**config.mk**
```make
export PLATFORM = sky130hd
export DESIGN_NAME = l2_line_responder
export DESIGN_NICKNAME = d
export VERILOG_FILES = /design/src/rtl/l2_line_responder.sv
export SDC_FILE = /design/constraint.sdc
export NUM_CORES = 2
export LEC_CHECK = 0
export CORE_AREA = 5 5 414 416
export DETAILED_ROUTE_END_ITERATION = 7
export DIE_AREA = 0 0 419 421
export GPL_TIMING_DRIVEN = 0
export PLACE_DENSITY_LB_ADDON = 0.1
export SLEW_MARGIN = 20
export SYNTH_ARGS = -nofsm -noshare
export SYNTH_HDL_FRONTEND = slang
export SYNTH_SLANG_ARGS = --single-unit
export TNS_END_PERCENT = 5
```
**constraint.sdc**
```tcl
create_clock -name clk -period 8.5 [get_ports clk]
set_input_delay 1.7 -clock clk [delete_from_list [all_inputs] [get_ports clk]]
set_output_delay 1.7 -clock clk [all_outputs]
set_load 0.005 [all_outputs]
```
**src/rtl/l2_line_responder.sv**
```systemverilog
// Direct-mapped, write-back line cache between the L1 arbiter and physical memory.
// Optional perf counters (hit_count/miss_count) are built when L2_PERF_COUNTERS_EN is defined.
module l2_line_responder #(
  parameter int INDEX_BITS  = 4,
  parameter int OFFSET_BITS = 4
) (
  input  logic         clk,
  input  logic         rst,
  input  logic         up_read,
  input  logic         up_write,
  input  logic [15:0]  up_address,
  input  logic [127:0] up_wdata,
  output logic         up_resp,
  output logic [127:0] up_rdata,
  output logic         pmem_read,
  output logic         pmem_write,
  output logic [15:0]  pmem_address,
  output logic [127:0] pmem_wdata,
  input  logic         pmem_resp,
  input  logic [127:0] pmem_rdata
`ifdef L2_PERF_COUNTERS_EN
  ,
  output logic [15:0]  hit_count,
  output logic [15:0]  miss_count
`endif
);

  localparam int          TAG_BITS  = 16 - OFFSET_BITS - INDEX_BITS;
  localparam int          NUM_SETS  = 1 << INDEX_BITS;
  localparam logic [15:0] LINE_MASK = ~16'((1 << OFFSET_BITS) - 1);

  typedef enum logic [1:0] {
    S_IDLE,
    S_CHECK,
    S_WRITEBACK,
    S_ALLOCATE
  } state_t;

  state_t r_state;

  logic                r_valid [NUM_SETS];
  logic                r_dirty [NUM_SETS];
  logic [TAG_BITS-1:0] r_tag   [NUM_SETS];
  logic [127:0]        r_data  [NUM_SETS];

  logic [INDEX_BITS-1:0] w_index;
  logic [TAG_BITS-1:0]   w_tag;
  logic                  w_is_read;
  logic                  w_hit;
  logic                  w_victim_dirty;
  logic                  w_clean_wmiss;
  logic                  w_resp;
  logic                  w_line_we;
  logic [127:0]          w_line_wdata;
  logic                  w_line_dirty;
  logic                  w_dirty_clr;

  assign w_index        = up_address[OFFSET_BITS +: INDEX_BITS];
  assign w_tag          = up_address[15 -: TAG_BITS];
  // A simultaneous read+write request is served as a read.
  assign w_is_read      = up_read;
  assign w_hit          = r_valid[w_index] && (r_tag[w_index] == w_tag);
  assign w_victim_dirty = r_valid[w_index] && r_dirty[w_index];
  assign w_clean_wmiss  = !w_hit && !w_victim_dirty && !w_is_read;
  assign w_resp         = (r_state == S_CHECK) && (w_hit || w_clean_wmiss);

  assign up_resp  = w_resp;
  assign up_rdata = (w_resp && w_is_read) ? r_data[w_index] : '0;

  assign pmem_write = (r_state == S_WRITEBACK);
  assign pmem_read  = (r_state == S_ALLOCATE);
  assign pmem_wdata = (r_state == S_WRITEBACK) ? r_data[w_index] : '0;

  always_comb begin
    pmem_address = '0;
    case (r_state)
      S_WRITEBACK: pmem_address = {r_tag[w_index], w_index, {OFFSET_BITS{1'b0}}};
      S_ALLOCATE:  pmem_address = up_address & LINE_MASK;
      default:     pmem_address = '0;
    endcase
  end

  // Line install: write hit or clean-victim write miss, or refill from memory.
  always_comb begin
    w_line_we    = 1'b0;
    w_line_wdata = '0;
    w_line_dirty = 1'b0;
    w_dirty_clr  = 1'b0;
    case (r_state)
      S_CHECK: begin
        if (!w_is_read && (w_hit || w_clean_wmiss)) begin
          w_line_we    = 1'b1;
          w_line_wdata = up_wdata;
          w_line_dirty = 1'b1;
        end
      end
      S_ALLOCATE: begin
        if (pmem_resp) begin
          w_line_we    = 1'b1;
          w_line_wdata = pmem_rdata;
        end
      end
      S_WRITEBACK: w_dirty_clr = pmem_resp;
      default: ;
    endcase
  end

  always_ff @(posedge clk) begin
    if (rst) begin
      for (int i = 0; i < NUM_SETS; i++) begin
        r_valid[i] <= 1'b0;
        r_dirty[i] <= 1'b0;
        r_tag[i]   <= '0;
        r_data[i]  <= '0;
      end
    end else if (w_line_we) begin
      r_valid[w_index] <= 1'b1;
      r_dirty[w_index] <= w_line_dirty;
      r_tag[w_index]   <= w_tag;
      r_data[w_index]  <= w_line_wdata;
    end else if (w_dirty_clr) begin
      r_dirty[w_index] <= 1'b0;
    end
  end

  always_ff @(posedge clk) begin
    if (rst) begin
      r_state <= S_IDLE;
    end else begin
      case (r_state)
        S_IDLE: begin
          if (up_read || up_write) r_state <= S_CHECK;
        end
        S_CHECK: begin
          if (w_hit)               r_state <= S_IDLE;
          else if (w_victim_dirty) r_state <= S_WRITEBACK;
          else if (w_is_read)      r_state <= S_ALLOCATE;
          else                     r_state <= S_IDLE;
        end
        S_WRITEBACK: begin
          // A write returns to CHECK, where it now installs as a clean-victim miss.
          if (pmem_resp) r_state <= w_is_read ? S_ALLOCATE : S_CHECK;
        end
        S_ALLOCATE: begin
          if (pmem_resp) r_state <= S_CHECK;
        end
        default: r_state <= S_IDLE;
      endcase
    end
  end

`ifdef L2_PERF_COUNTERS_EN
  logic        r_first_look;
  logic [15:0] r_hit_count;
  logic [15:0] r_miss_count;

  assign hit_count  = r_hit_count;
  assign miss_count = r_miss_count;

  // The re-CHECK after a refill hits by construction and is not a real hit.
  always_ff @(posedge clk) begin
    if (rst) begin
      r_first_look <= 1'b0;
      r_hit_count  <= '0;
      r_miss_count <= '0;
    end else begin
      if (r_state == S_IDLE && (up_read || up_write)) r_first_look <= 1'b1;
      if (r_state == S_ALLOCATE && pmem_resp)         r_first_look <= 1'b0;
      if (r_state == S_CHECK) begin
        if (w_hit && r_first_look && r_hit_count != 16'hFFFF)
          r_hit_count <= r_hit_count + 16'd1;
        if (!w_hit && r_miss_count != 16'hFFFF)
          r_miss_count <= r_miss_count + 16'd1;
      end
    end
  end
`endif

endmodule

```
==> flow_summary.toml <==
[logic_synthesis]
synth_cells = 6511
synth_edf_count = 2192
synthTopCellsByCount = "2203 x nor2_1, 2192 x edfxtp_1, 669 x mux4_2"
async_flop_share = 0
yosysMostFrequentCell = "nor2_1"
ys_seq_area_frac = 0.663
netlist.area_leader.share = 0.660
netlist_area_mm2 = 0.0997
synth_top_flop_cell = "edfxtp_1"
yosysWarnings = 0
synthTopCellsByArea = "edfxtp_1 66%, mux4_2 15%, nor2_1 8.3%, and2_1 1.6%, buf_6 1.5%"
synth_top_cell_by_area = "edfxtp_1"
ys_ff_latch = 2210
netlist-cell-type-count = 52
syn_avg_cell_area_um2 = 15.3

[sta]
report.final.setup_viol = 1
finalClockSkew_ns = 0.0320
fin_crit_sh = 1.00
hold_ws_ns = 0.477
rsz0062_at_grt = "yes"
finalCriticalPeriod_ns = 8.50
fmax_mhz = 118
timing.final.ws_setup_ns = -0.00323
worstMarginPinSlew_ns = 1.21
max_slew_margin = 0.192
hold_viol_final = 0
slew_viol_final = 0

[final_layout]
nNetsFinal = 7624
post-route-util = 0.702
syn_to_final_growth_pct = 17.4
layout-drive-gt1-share = 0.214

[die]
start_util = 0.598
ios = 552
core_area_mm2 = 0.167
die_y_um = 421
rows = 150
dieWidth_um = 419
die-area_mm2 = 0.176

[worst_setup_path]
cpPeakStageDelay_ns = 0.63
crit_chain = "clkdlybuf4s50_1 -> buf_2 -> buf_2 -> buf_2 -> clkbuf_2 -> buf_16 -> clkbuf_2 -> clkbuf_1 -> mux4_2 -> mux4_2 -> and2_1 -> clkdlybuf4s50_1"
critPathKind = "input port to output pin"
worstPathMaxFanout = 10
critPathCaptureType = "output pin"
arrival_ns = 6.80
critPathLaunchType = "input port"
cpMaxStageDelayCell = "clkbuf_1"
crit_required_ns = 6.80
cp_common_cell = "buf_2"

[global_route]
grt_pass1_vias = 62500
grt_pass1_wl_um = 428000
track_usage = 0.336
grt_start_max_net_pins = 46
antenna_found_initial = 11
overflow = 0

[placed_design]
place_ws_ns = -0.378
place_congestion = 0.872
hpwl_um = 205000
numPortBuffers = 540

[route]
drc = 0
ant_nets = 0
dr_total_vias = 62400
viasPerCell = 6.41
dr.pass1.iters = 7
routed_wl_um = 296000
post_drt_wl_per_cell_um = 30.4
drtIter0Drc = 8752

[cts]
cts_buffers = 216
clock_latency_ns = 0.87
post-cts-setup-buffers = 0
cts-root-buf = "clkbuf_16"
cts_sinks = 2210
htree_levels = 4
cts_tree = "done"
cts_buffer_depth = 3
clk_pin_slew_ns = 0.06
hold_buffers = 0

[power_and_ir_drop]
vdd_drop_max_mv = 0.230
p_total_w = 0.0250
p_leak_nw = 38.8
power.density_mw_per_mm2 = 214

[flow_run]
cap_violations = 0

[status]
failed_checks = "negative setup slack"
status = "complete, but fails checks"

[hold_path]
hold_class = "register to register"
-- sequential cells by signal, summed over array words and instances, names as in the netlist --
name and count:
r_data 2048, r_tag 128, r_dirty 16, r_valid 16, r_state 2
-- worst max-delay path: cells and delay by family --
kind	cells	cell delay, ns
buffers and inverters	9	3.82
AND/OR/NAND/NOR	1	0.20
multiplexers	2	1.04
-- stage by stage --
stage | std cells | cell area, um2 | setup TNS, ns
after floorplan | 6514 | 99800 | 0
after detailed placement | 9329 | 110000 | -2.69
after CTS | 9732 | 117000 | 0
after global placement | 9258 | 108000 | -8979.22
after global routing | 9733 | 117000 | -1.72
final | 9743 | 117000 | -0.00323
-- worst paths after layout --
path	from	end	slack, ns	depth (start not counted)
max	up_address[5]	pmem_wdata[13]	-0.003	12
min	r_valid[7]$_DFF_P_	r_valid[7]$_DFF_P_	0.48	2
max reg2reg	r_tag[6][0]$_SDFFCE_PN0P_	r_data[1][101]$_SDFFCE_PN0P_	3.20	11
min reg2reg	r_valid[7]$_DFF_P_	r_valid[7]$_DFF_P_	0.48	2
-- final cells by class --
cell class                 instances  area (um2)
clock inverter                   134        1390
antenna                           11        27.5
buffer                           655        4020
inverter                          28         105
timing repair buffer             611        7170
sequential                      2210       66200
tap                             2204        2760
clock buffer                     269        5680
fill                           11100       49800
multi-input combinational       3621       29700
-- kinds of logic (layout without fill, tap and decap cells) --
logic type	Yosys count	count (layout)	share of synthesized area
AND/OR/NAND/NOR	2543	2543	0.104
flip-flops	2210	2210	0.663
multiplexers	704	704	0.155
buffers and inverters	683	1697	0.0407
AO/OA/AOI/OAI	357	357	0.0360
XOR/XNOR	9	9	0.000790
adder cells (fa/ha/maj)	4	4	0.000502
other	1	15	0.0000376
-- placed cells by master (no fill, tap or decap), types with 7 or more instances in the layout --
master / netlist / layout
a31oi_2: 109 / 122
nor2b_1: 12 / 12
buf_12: 0 / 23
a31oi_1: 20 / 7
mux2i_1: 27 / 27
bufinv_16: 0 / 22
dfxtp_1: 18 / 18
nand2_1: 18 / 18
clkdlybuf4s50_1: 0 / 540
diode_2: 0 / 11
o21bai_4: 9 / 9
clkinv_2: 0 / 33
a22o_1: 7 / 7
buf_2: 132 / 137
clkbuf_1: 216 / 226
xnor2_1: 9 / 9
a32o_1: 129 / 129
nor2_1: 2203 / 2203
a31o_2: 16 / 16
edfxtp_1: 2192 / 2192
inv_1: 23 / 23
clkinv_1: 5 / 64
nand3_1: 7 / 7
o211ai_1: 8 / 8
and2_1: 260 / 260
buf_4: 95 / 95
o21ai_0: 25 / 25
clkbuf_16: 0 / 218
buf_16: 0 / 47
buf_1: 82 / 71
a22oi_1: 10 / 10
clkbuf_2: 0 / 42
nor3_1: 11 / 11
mux4_2: 669 / 669
nand2b_4: 0 / 16
buf_6: 130 / 131
-- report_power, final --
group | total (W) | internal (W) | switching [W]
clock network | 0.00961 | 0.00543 | 0.00419
logic | 0.00297 | 0.00113 | 0.00185
registers | 0.0124 | 0.0123 | 0.000105
total | 0.0250 | 0.0189 | 0.00614
-- metal layers --
layer,routed length [um],global-route usage
met5,103,0
met1,104000,0.445
met3,30100,0.0682
met4,15900,0.156
met2,146000,0.543
-- what timing repair did --
item / 4_1_cts / 5_1_grt
gates cloned: 0 / 0
endpoints found under the setup margin: 29 / 116
resized for setup: 2 / 12
endpoints found under the hold margin: 0 / 0
(Power assumes the default switching activity.)
